**config.mk**
```make
export PLATFORM = sky130hd
export DESIGN_NAME = digit_scanner
export DESIGN_NICKNAME = d
export VERILOG_FILES = /design/src/rtl/seg_pkg.sv /design/src/rtl/scan_prescaler.sv /design/src/rtl/digit_scanner.sv
export SDC_FILE = /design/constraint.sdc
export NUM_CORES = 1
export LEC_CHECK = 0
export BUFFER_PORTS_ARGS = -buffer_cell sky130_fd_sc_hd__buf_2
export CAP_MARGIN = 10
export CORE_MARGIN = 2
export CORE_UTILIZATION = 30
export DETAILED_ROUTE_END_ITERATION = 8
export PLACE_DENSITY = 0.44
export SKIP_CTS_REPAIR_TIMING = 1
export SLEW_MARGIN = 20
export SYNTH_ARGS = -nofsm -noshare
export SYNTH_HDL_FRONTEND = slang
export SYNTH_SLANG_ARGS = --single-unit
```
**constraint.sdc**
```tcl
create_clock -name clk -period 3.9 [get_ports clk]
set_input_delay 0.195 -clock clk [delete_from_list [all_inputs] [get_ports clk]]
set_output_delay 0.195 -clock clk [all_outputs]
set_load 0.02 [all_outputs]
```
**src/rtl/seg_pkg.sv**
```systemverilog
// Shared types and constants for the multiplexed seven-segment digit scanner.
package seg_pkg;

    typedef enum logic {
        PRIME,
        SCAN
    } state_e;

    localparam logic [3:0]  BCD_MAX        = 4'd9;
    localparam int unsigned NUM_DIGITS_DEF = 4;

endpackage

```
**src/rtl/scan_prescaler.sv**
```systemverilog
// Free-running 0..DIV-1 counter with synchronous clear and a terminal-count tick.
module scan_prescaler #(
    parameter int unsigned DIV = 1000
) (
    input  logic clk_i,
    input  logic clr_i,
    output logic tick_o
);

    localparam int unsigned   CW = $clog2(DIV);
    localparam logic [CW-1:0] TC = CW'(DIV - 1);

    logic [CW-1:0] cnt_q;
    logic [CW-1:0] cnt_d;

    always_comb begin
        cnt_d = (cnt_q == TC) ? '0 : cnt_q + 1'b1;
    end

    always_ff @(posedge clk_i) begin
        if (clr_i) begin
            cnt_q <= '0;
        end else begin
            cnt_q <= cnt_d;
        end
    end

    assign tick_o = !clr_i && (cnt_q == TC);

endmodule

```
**src/rtl/digit_scanner.sv**
```systemverilog
// Multiplexed BCD display scanner: shadow register, PRIME/SCAN FSM, registered outputs.
// Optional build macro LEADING_ZERO_BLANK_EN darkens leading-zero positions above 0.
module digit_scanner
    import seg_pkg::*;
#(
    parameter int unsigned NUM_DIGITS = NUM_DIGITS_DEF,
    parameter int unsigned SCAN_DIV   = 1000
) (
    input  logic                    clk,
    input  logic                    rst,
    input  logic [4*NUM_DIGITS-1:0] value,
    input  logic                    load,
    output logic [3:0]              digit,
    output logic                    update,
    output logic [NUM_DIGITS-1:0]   anode
);

    localparam int unsigned   W    = 4 * NUM_DIGITS;
    localparam int unsigned   IW   = $clog2(NUM_DIGITS);
    localparam logic [IW-1:0] LAST = IW'(NUM_DIGITS - 1);

    function automatic logic blank_f(input logic [W-1:0] w,
                                     input logic [IW-1:0] i);
        logic b;
        b = (w[{i, 2'b00} +: 4] > BCD_MAX);
`ifdef LEADING_ZERO_BLANK_EN
        if (i != '0) begin
            b = b | ((w >> {i, 2'b00}) == '0);
        end
`endif
        return b;
    endfunction

    state_e                  state_q;
    logic [W-1:0]            shadow_q;
    logic [IW-1:0]           idx_q;
    logic [IW-1:0]           idx_d;
    logic [3:0]              digit_q;
    logic                    update_q;
    logic                    upd_d;
    logic                    blank_q;
    logic [NUM_DIGITS-1:0]   anode_q;
    logic [W-1:0]            src;
    logic                    tick;

    scan_prescaler #(
        .DIV (SCAN_DIV)
    ) u_prescaler (
        .clk_i  (clk),
        .clr_i  (rst || (state_q != SCAN)),
        .tick_o (tick)
    );

    // The priming update forwards a same-cycle load so the first digit is fresh.
    always_comb begin
        idx_d = idx_q;
        src   = shadow_q;
        upd_d = 1'b0;
        unique case (state_q)
            PRIME: begin
                idx_d = '0;
                upd_d = 1'b1;
                if (load) begin
                    src = value;
                end
            end
            SCAN: begin
                if (tick) begin
                    upd_d = 1'b1;
                    idx_d = (idx_q == LAST) ? '0 : idx_q + 1'b1;
                end
            end
            default: ;
        endcase
    end

    always_ff @(posedge clk) begin
        if (rst) begin
            state_q  <= PRIME;
            shadow_q <= '0;
            idx_q    <= '0;
            digit_q  <= '0;
            update_q <= 1'b0;
            blank_q  <= 1'b0;
            anode_q  <= '0;
        end else begin
            state_q  <= SCAN;
            update_q <= upd_d;
            idx_q    <= idx_d;
            if (load) begin
                shadow_q <= value;
            end
            if (upd_d) begin
                digit_q <= src[{idx_d, 2'b00} +: 4];
                blank_q <= blank_f(src, idx_d);
            end
            if (update_q) begin
                anode_q <= blank_q ? '0
                         : {{(NUM_DIGITS-1){1'b0}}, 1'b1} << idx_q;
            end
        end
    end

    assign digit  = digit_q;
    assign update = update_q;
    assign anode  = anode_q;

endmodule

```
==> run summary <==
Status -> finished clean
Vias in the first global route -> 1289
Post-synth top flop -> dfxtp_1
Buffers on Ports -> 27
Top post-synthesis cells by area -> dfxtp_1, mux2i_1, nor2_1, ha_1, nor2b_1
TritonRoute pass-1 iters -> 5
Worst slew margin -> 54.8%
Largest net degree at the start of global routing -> 29
Yosys warns -> 0
Skew final -> 0.00520 ns
Yosys cell types -> 29
CP required -> 4.11 ns
Fmax achieved -> 0.342 GHz
Placed Area -> 1940 sq um
Pwr/cell area -> 371 nW/um^2
Root Buffer -> clkbuf_8
WHS -> 0.149 ns
Post-layout worst setup margin -> 0.975 ns
Synth async-reset ratio -> 0%
DIE WIDTH -> 80.3 um
Drt initial violations -> 38
Final Cycle Share -> 75.0%
Worst Path Max Fanout -> 9
Reg power frac -> 56.6%
Via count -> 1309
Sink Count -> 39
Routability cong. -> 0.757
Worst Hold Class -> in2reg
Slew @ Worst Pin -> 0.676 ns
Synth-to-Final Area Change -> 15.6%
Fraction of layout cells with a size suffix above 1 -> 20.9%
Slew Viols, Final -> 0
Row count -> 27
Mean post-synth cell area -> 9.49 sq um
Combinational share of power -> 9.5%
Die Span Y -> 80.3 um
Maxcap violations -> 0
Global-route wire length before repair -> 5780 um
Starting Density -> 31.3%
Slowest-stage cell, CP -> mux2i_2
Mapped Area -> 1750 sq um
Cells after synthesis -> 184
CORE AREA -> 5570 sq um
Design area -> 2020 sq um
I/O pin cnt -> 28
Clk slew on worst S/H paths -> 0.07 ns
Area leader, netlist -> dfxtp_1
Critical path, cell by cell -> ha_1 -> or3b_4 -> nor4_4 -> mux2i_2 -> mux2_2 -> mux2i_1 -> o211ai_1 -> a21oi_1
Grt total ovfl -> 0
Crit-path max cell delay -> 0.61 ns
Crit start category -> flop
Placement Setup Slack -> 0.975 ns
Share of the synthesized area in the top cell type -> 44.7%
CTS H-tree depth -> 2
Switching power -> 0.000177 W
Post-route minimum period -> 2.92 ns
DR vias/cell -> 4.63
Initial antenna violation count -> 0
Setup TNS -> 0 ns
Total CTS buffers -> 5
Worst skew pair latency -> 0.28 ns
P_leak -> 0.870 nW
CP Capture Type -> flop
Fin nets -> 234
Setup CP Type -> reg2reg
RSZ-0062 raised after global routing -> no
CTS max path bufs -> 2
List of most frequent post-synthesis cells -> dfxtp_1, nor2_1, mux2i_1
ANT cells -> 0
Worst vdd ir -> 204 uV
Syn nets -> 208
Sw Share -> 23.7%
CTS tree -> done
Residual DRC count -> 0
GRT Total Usage -> 11.8%
DR WL/cell -> 12.0 um
# setup viols final -> 0
Internal reg-to-reg setup slack -> 0.98 ns
WL final -> 3380 um
Clock power share -> 33.9%
#FFs+latches synth -> 39
Int Power -> 0.000572 W
Seq/Total Area, Yosys -> 44.7%
Fin. Hold Viols -> 0
Post-DP HPWL -> 2570 um
Die ar. -> 6450 sq um
Post-synth EDFFs -> 0
Post-DRT Antenna Nets -> 0
Critical path arrival -> 3.14 ns
## critical path, delay by kind of cell (launching register included)
| kind | cells | cell delay (ns) |
|---|---|---|
| AOI/OAI and AO/OA | 2 | 0.24 |
| muxes | 3 | 1.22 |
| adders and majority gates | 1 | 0.25 |
| DFF | 1 | 0.37 |
| and+or+nand+nor | 2 | 0.77 |
## flip-flops by register name (all words and copies together) (netlist names)
| name | count |
|---|---|
| u_prescaler.cnt_q | 10 |
| anode | 4 |
| update | 1 |
| shadow_q | 16 |
| idx_q | 2 |
| digit | 4 |
| state_q | 1 |
| blank_q | 1 |
## per-layer routing
layer | share of wire, % | vias to the layer above | GRT usage [%]
met2 | 50 | 26 | 20.3
met4 | 1.8 | 0 | 4.92
met1 | 44 | 607 | 13.5
li1 | - | 666 | -
met5 | 0 | - | 0
met3 | 3.8 | 10 | 3.48
## worst paths after layout
kind	cells after the start	end	startpoint
worst min-delay path	3	shadow_q[13]	value[13]
worst min register to register	1	u_prescaler.cnt_q[0]	u_prescaler.cnt_q[0]
worst max-delay path	8	blank_q	u_prescaler.cnt_q[0]
worst max register to register	8	blank_q	u_prescaler.cnt_q[0]
## through the flow
step / std cells / util (%) / total power (W)
floorplan: 184 / - / 0.000481
global route: 283 / 36.2 / 0.000795
CTS: 283 / 36.2 / 0.000764
detailed placement: 275 / 34.8 / 0.000506
global placement: 275 / 34.8 / 0.000504
finish: 283 / 36.2 / 0.000749
## final cells by class
class | instances | area (sq um)
clock buffers | 7 | 76.3
clock inverters | 1 | 5.00
fillers | 589 | 3550
inverters | 4 | 15.0
multi-input cells | 133 | 917
flip-flops and latches | 39 | 781
well taps | 72 | 90.1
repair buffers | 27 | 135
## power groups by stage
stage | Clock, W | Combinational [W] | Sequential [W]
floorplan | 0 | 0.0000471 | 0.000434
global placement | 0 | 0.0000705 | 0.000433
detailed placement | 0 | 0.0000724 | 0.000433
CTS | 0.000267 | 0.0000724 | 0.000424
global route | 0.000289 | 0.0000796 | 0.000426
finish | 0.000254 | 0.0000708 | 0.000424
## cells by family (layout without fill, tap and decap cells)
| logic type | Yosys count | count (layout) | share of synthesized area (%) |
|---|---|---|---|
| buffers and inverters | 12 | 39 | 2.79 |
| muxes | 36 | 36 | 21.1 |
| xor gates and xnor gates | 7 | 7 | 3.51 |
| adders and majority gates | 5 | 5 | 3.58 |
| and+or+nand+nor | 74 | 74 | 20.7 |
| DFF | 39 | 39 | 44.7 |
| AOI/OAI and AO/OA | 11 | 11 | 3.58 |
## layout by cell type (no fill, tap or decap), drive strengths merged
| cell | count |
|---|---|
| nor2 | 39 |
| dfxtp | 39 |
| mux2i | 32 |
| buf | 27 |
| nand2 | 10 |
| nor2b | 8 |
| a21oi | 7 |
| clkbuf | 7 |
| nand3 | 5 |
| ha | 5 |
| inv | 4 |
| nor3 | 4 |
| mux2 | 4 |
| xor2 | 4 |
| xnor2 | 3 |
| a211oi | 2 |
| or2b | 2 |
| or3b | 1 |
| nand4 | 1 |
| nor4 | 1 |
| or2 | 1 |
| o21ai | 1 |
| or3 | 1 |
| and2 | 1 |
| o211ai | 1 |
| clkinv | 1 |
Power figures use the tool's default switching activity.
